`config.mk`:
```
export PLATFORM = sky130hd
export DESIGN_NAME = ahbsram_mem_init_arb
export DESIGN_NICKNAME = d
export VERILOG_FILES = /design/src/rtl/ahbsram_mem_init_arb.sv
export SDC_FILE = /design/constraint.sdc
export NUM_CORES = 1
export LEC_CHECK = 0
export ABC_AREA = 1
export CELL_PAD_IN_SITES_DETAIL_PLACEMENT = 2
export CELL_PAD_IN_SITES_GLOBAL_PLACEMENT = 2
export CORE_MARGIN = 4
export CORE_UTILIZATION = 17
export CTS_BUF_LIST = sky130_fd_sc_hd__clkbuf_2 sky130_fd_sc_hd__clkbuf_4 sky130_fd_sc_hd__clkbuf_8
export DETAILED_ROUTE_END_ITERATION = 10
export GPL_ROUTABILITY_DRIVEN = 0
export PLACE_DENSITY = 0.91
export RECOVER_POWER = 25
export SLEW_MARGIN = 0
export SYNTH_ARGS = -nofsm -noshare
export SYNTH_HDL_FRONTEND = slang
export SYNTH_SLANG_ARGS = --single-unit
```
`constraint.sdc`:
```
create_clock -name HCLK -period 1.88 [get_ports HCLK]
set_clock_uncertainty 0.2 [all_clocks]
set_input_delay 0.282 -clock HCLK [delete_from_list [all_inputs] [get_ports HCLK]]
set_output_delay 0.282 -clock HCLK [all_outputs]
set_load 0.01 [all_outputs]
```
`src/rtl/ahbsram_mem_init_arb.sv`:
```
// rtl/ahbsram_mem_init_arb.sv - memory-side request stage with zero-fill after reset or on init_req
// Optional feature macro: AHBSRAM_PARITY_EN (per-lane even parity on writes/fill, sticky par_err on reads).
module ahbsram_mem_init_arb #(
  parameter int          MEM_AWIDTH = 19,
  parameter int          MEM_DEPTH  = 4096,
  parameter logic [7:0]  INIT_BYTE  = 8'h00
) (
  input  logic                  HCLK,
  input  logic                  aresetn,
  input  logic                  ahbsram_write,
  input  logic                  ahbsram_read,
  input  logic [39:0]           ahbsram_wdata,
  input  logic [MEM_AWIDTH-1:0] ahbsram_addr,
  input  logic [3:0]            ahbsram_byteen,
  output logic [39:0]           ahbsram_rdata,
  output logic                  BUSY,
  input  logic                  init_req,
  output logic                  init_done,
  output logic                  req_dropped,
  output logic                  oor_err,
`ifdef AHBSRAM_PARITY_EN
  output logic                  par_err,
`endif
  input  logic                  err_clr,
  output logic [MEM_AWIDTH-1:0] mem_addr,
  output logic [39:0]           mem_wdata,
  output logic [3:0]            mem_we,
  output logic                  mem_re,
  input  logic [39:0]           mem_rdata
);
  localparam int                  CW        = $clog2(MEM_DEPTH);
  localparam logic [CW-1:0]       LAST      = CW'(MEM_DEPTH - 1);
  localparam logic [MEM_AWIDTH:0] DEPTH_EXT = (MEM_AWIDTH + 1)'(MEM_DEPTH);

  typedef enum logic {INIT, RUN} state_t;

  state_t          state_q, state_d;
  logic [CW-1:0]   cnt_q;
  logic            rd_pend_q, rd_zero_q;
  logic [39:0]     hold_q;
  logic            in_range, fill_last, rd_acc, drop_set, oor_set;
  logic [39:0]     fill_word, wr_word, rd_word;

  // Lane = {spare, parity-or-spare, byte}; with parity enabled the spare bits are regenerated.
  function automatic logic [39:0] lane_fix(input logic [39:0] d);
    lane_fix = d;
`ifdef AHBSRAM_PARITY_EN
    for (int l = 0; l < 4; l++)
      lane_fix[l*10 +: 10] = {1'b0, ^d[l*10 +: 8], d[l*10 +: 8]};
`endif
  endfunction

  assign fill_word     = lane_fix({4{2'b00, INIT_BYTE}});
  assign wr_word       = lane_fix(ahbsram_wdata);
  assign in_range      = {1'b0, ahbsram_addr} < DEPTH_EXT;
  assign fill_last     = (cnt_q == LAST);
  assign rd_word       = rd_zero_q ? 40'h0 : mem_rdata;
  assign ahbsram_rdata = rd_pend_q ? rd_word : hold_q;

  always_ff @(posedge HCLK or negedge aresetn) begin
    if (!aresetn) state_q <= INIT;
    else          state_q <= state_d;
  end

  always_comb begin
    state_d   = state_q;
    BUSY      = 1'b0;
    mem_addr  = ahbsram_addr;
    mem_wdata = wr_word;
    mem_we    = 4'h0;
    mem_re    = 1'b0;
    rd_acc    = 1'b0;
    drop_set  = 1'b0;
    oor_set   = 1'b0;
    case (state_q)
      INIT: begin
        BUSY      = 1'b1;
        mem_addr  = MEM_AWIDTH'(cnt_q);
        mem_wdata = fill_word;
        mem_we    = 4'hF;
        drop_set  = ahbsram_write | ahbsram_read;
        if (fill_last) state_d = RUN;
      end
      default: begin
        // Write has priority; a colliding read is dropped and flagged.
        rd_acc   = ahbsram_read & ~ahbsram_write;
        drop_set = ahbsram_write & ahbsram_read;
        oor_set  = (ahbsram_write | ahbsram_read) & ~in_range;
        mem_we   = ahbsram_byteen & {4{ahbsram_write & in_range}};
        mem_re   = rd_acc & in_range;
        if (init_req) state_d = INIT;
      end
    endcase
  end

  always_ff @(posedge HCLK or negedge aresetn) begin
    if (!aresetn) begin
      cnt_q       <= '0;
      init_done   <= 1'b0;
      req_dropped <= 1'b0;
      oor_err     <= 1'b0;
      rd_pend_q   <= 1'b0;
      rd_zero_q   <= 1'b0;
      hold_q      <= 40'h0;
    end else begin
      cnt_q       <= (state_q == INIT && !fill_last) ? cnt_q + 1'b1 : '0;
      init_done   <= (state_q == INIT) && fill_last;
      req_dropped <= drop_set | (req_dropped & ~err_clr);
      oor_err     <= oor_set | (oor_err & ~err_clr);
      // Out-of-range reads still complete, returning zero instead of array data.
      rd_pend_q   <= rd_acc;
      rd_zero_q   <= rd_acc & ~in_range;
      if (rd_pend_q) hold_q <= rd_word;
    end
  end

`ifdef AHBSRAM_PARITY_EN
  logic par_bad;

  always_comb begin
    par_bad = 1'b0;
    for (int l = 0; l < 4; l++)
      par_bad = par_bad | (mem_rdata[l*10 + 8] != ^mem_rdata[l*10 +: 8]);
  end

  always_ff @(posedge HCLK or negedge aresetn) begin
    if (!aresetn) par_err <= 1'b0;
    else          par_err <= (rd_pend_q & ~rd_zero_q & par_bad) | (par_err & ~err_clr);
  end
`endif

endmodule
```
==> flow_summary.toml <==
[logic_synthesis]
syn-num-nets = 531
synth_warnings = 0
synth_area_leader_cell = "dfrtp_1"
synth_top_area_frac = 0.476
ys_ff_latch = 58
yosysSeqAreaShare = 0.476
yosysUniqueCellTypes = 22
synth.avg_cell_area_um2 = 7.25
synth_cells = 421
netlist_area_mm2 = 0.00305
synthTopCellsByArea = "dfrtp_1 (48%), inv_1 (13%), nand2_1 (11%)"

[drt]
wirelength_um = 22900
wire_per_inst_um = 22.8
vias = 4357
via_per_inst = 4.34
first_iter_violations = 124
dr.pass1.iters = 4
drc = 0
drtAntennaViolNets = 0

[clock_tree]
max-clock-path-buffers = 2
clock_latency_ns = 0.35
htreeDepth = 3
root_buffer = "clkbuf_8"
path_clk_slew_ns = 0.08
clock_sinks = 58
cts_tree = "built"
cts_buffers = 9

[die]
core_area_mm2 = 0.0174
dieArea_mm2 = 0.0202
rows = 48
ios = 217
die_h_um = 142
die_w_um = 142
initial_core_util = 0.175

[worst_setup_path]
slowest_stage = "dfrtp_1"
slowest_delay_ns = 0.40
crit_path_end_kind = "primary output"
cp_data_arrival_time_ns = 1.59
critPathKind = "reg2out"
worstPathMaxFanout = 5
path_buf_inv = 5
cp_top_family = "buffers and inverters"
required_ns = 1.40
startpoint_type = "flip-flop"
crit_chain = "inv_4 > buf_12 > buf_16 > buf_4 > nand3_4 > o21ai_4 > buf_6"

[layout]
antenna_cells = 0
syn2layout_area_growth_pct = 155
fin_nets = 884
drive_gt1_frac = 0.518

[global_route]
antenna_found_initial = 2
grt_max_degree = 59
grt_pass1_wl_um = 29400
grt_use_total = 0.192
gr-total-overflow = 0
grt_pass1_vias = 4868

[sta]
setup_ws_ns = -0.189
whs_ns = 0.309
min_period_ns = 2.07
grt_setup_unrepaired = "true"
fmax_mhz = 483
worst-slew-pin-transition_ns = 0.912
fin_crit_sh = 1.10
final_max_slew_viol_count = 0
hold_violations = 0
finalSetupTns_ns = -4.83
slew_headroom = 0.392
setup_viol = 52

[status]
violations = "negative setup slack"
status = "finished with violations"

[pwr]
powerDensity_mw_per_mm2 = 580
leakage_nw = 3.93
vdd_ir_drop_max_v = 0.000423

[placed_design]
hpwl_um = 11900
dp_slack_ns = -0.648
portBuffers = 216

[job]
timing.max_cap.violations = 0

[worst_hold_path]
hp-class = "in2reg"
routing by layer:
layer / routed length, um / global-route usage
met1: 8160 / 0.204
met2: 12800 / 0.366
met3: 1550 / 0.0608
met4: 391 / 0.0439
met5: 27 / 0
cell type report:
type / count / area [um^2]
repair buffers: 364 / 3550
multi-input cells: 237 / 1920
well taps: 225 / 282
inverters: 104 / 395
clock inverters: 4 / 27.5
flip-flops and latches: 58 / 1450
fillers: 1828 / 9640
clock buffers: 11 / 151
cell usage in the layout (no fill, tap or decap), types with 2 or more instances in the layout:
| cell | netlist | routed |
|---|---|---|
| nand3_1 | 47 | 11 |
| buf_6 | 0 | 64 |
| xor2_1 | 2 | 2 |
| nand2_2 | 0 | 19 |
| nor3_1 | 3 | 2 |
| buf_16 | 0 | 6 |
| nor2_4 | 2 | 3 |
| o21ai_2 | 0 | 25 |
| dfrtp_1 | 58 | 56 |
| clkbuf_16 | 0 | 6 |
| clkinvlp_4 | 0 | 3 |
| nand3_2 | 2 | 17 |
| inv_1 | 104 | 93 |
| inv_4 | 0 | 2 |
| nor2_2 | 1 | 4 |
| a21oi_1 | 5 | 5 |
| dlygate4sd2_1 | 0 | 4 |
| nand4_1 | 2 | 2 |
| buf_12 | 0 | 14 |
| clkbuf_2 | 0 | 18 |
| clkbuf_8 | 0 | 11 |
| nand2_4 | 1 | 10 |
| nor2_1 | 22 | 18 |
| buf_4 | 0 | 90 |
| o22ai_1 | 2 | 2 |
| inv_2 | 0 | 9 |
| o21ai_0 | 49 | 2 |
| buf_8 | 0 | 7 |
| nand2_1 | 93 | 65 |
| dlymetal6s2s_1 | 0 | 3 |
| nor3_2 | 2 | 3 |
| clkdlybuf4s50_1 | 0 | 103 |
| dfrtp_2 | 0 | 2 |
| buf_2 | 14 | 45 |
| nand3_4 | 0 | 21 |
| o21ai_4 | 0 | 22 |
worst register-to-register path: cells and delay by family (launching register included):
kind | cells | cell delay (ns)
AO/OA/AOI/OAI | 1 | 0.08
buffers and inverters | 7 | 0.94
flip-flops | 1 | 0.48
AND/OR/NAND/NOR | 1 | 0.06
cell families after synthesis:
| group | after synthesis | share of synthesized area |
|---|---|---|
| AOI/OAI and AO/OA | 57 | 0.0943 |
| xor gates and xnor gates | 2 | 0.00574 |
| adders and majority gates | 1 | 0.00410 |
| buffers and inverters | 126 | 0.161 |
| DFF | 58 | 0.476 |
| muxes | 1 | 0.00328 |
| and+or+nand+nor | 176 | 0.256 |
Yosys cell counts:
master,count
inv_1,104
nand2_1,93
dfrtp_1,58
o21ai_0,49
nand3_1,47
nor2_1,22
buf_2,14
clkbuf_1,8
a21oi_1,5
nor3_1,3
nand3_2,2
nand4_1,2
nor2_4,2
nor3_2,2
o22ai_1,2
xor2_1,2
ha_1,1
mux2i_1,1
nand2_4,1
nand3b_1,1
nor2_2,1
o21ai_1,1
where the power goes:
part           switching [mW]  total [mW]  internal [mW]
clock network           0.593        1.13          0.541
registers               0.142        1.59           1.44
logic                   0.861        1.79          0.929
stage by stage:
stage,cells,total power [mW],cell area (um^2),util
3_5_place_dp,892,3.03,5830,0.335
4_1_cts,970,4.22,6930,0.398
3_3_place_gp,892,2.94,5830,0.335
2_1_floorplan,421,2.02,3050,-
5_1_grt,1003,4.75,7780,0.447
6_report,1003,4.51,7780,0.447
worst paths after layout:
path,slack (ns),start,to,cells after the start
max in group asynchronous,0.24,aresetn,state_q$_DFF_PN0_,3
worst min register to register,0.31,cnt_q[0]$_DFF_PN0_,cnt_q[0]$_DFF_PN0_,1
worst max register to register,0.02,rd_pend_q$_DFF_PN0_,hold_q[17]$_DFF_PN0_,9
worst min-delay path,0.31,init_req,state_q$_DFF_PN0_,2
worst max-delay path,-0.19,rd_zero_q$_DFF_PN0_,ahbsram_rdata[10],7
min in group asynchronous,0.56,aresetn,hold_q[11]$_DFF_PN0_,3
registers in the layout, indices dropped and copies added, names as in the netlist:
signal,count
hold_q,40
init_done,1
rd_pend_q,1
req_dropped,1
cnt_q,12
rd_zero_q,1
state_q,1
oor_err,1
what timing repair did:
action | 4_1_cts | 5_1_grt
hold buffers | 1 | 0
cloned | 10 | 6
buffers inserted | 52 | 36
pin swaps | 19 | 28
resized for setup | 568 | 192
setup endpoints to repair | 105 | 106
hold endpoints to repair | 58 | 0
(Power assumes the default switching activity.)
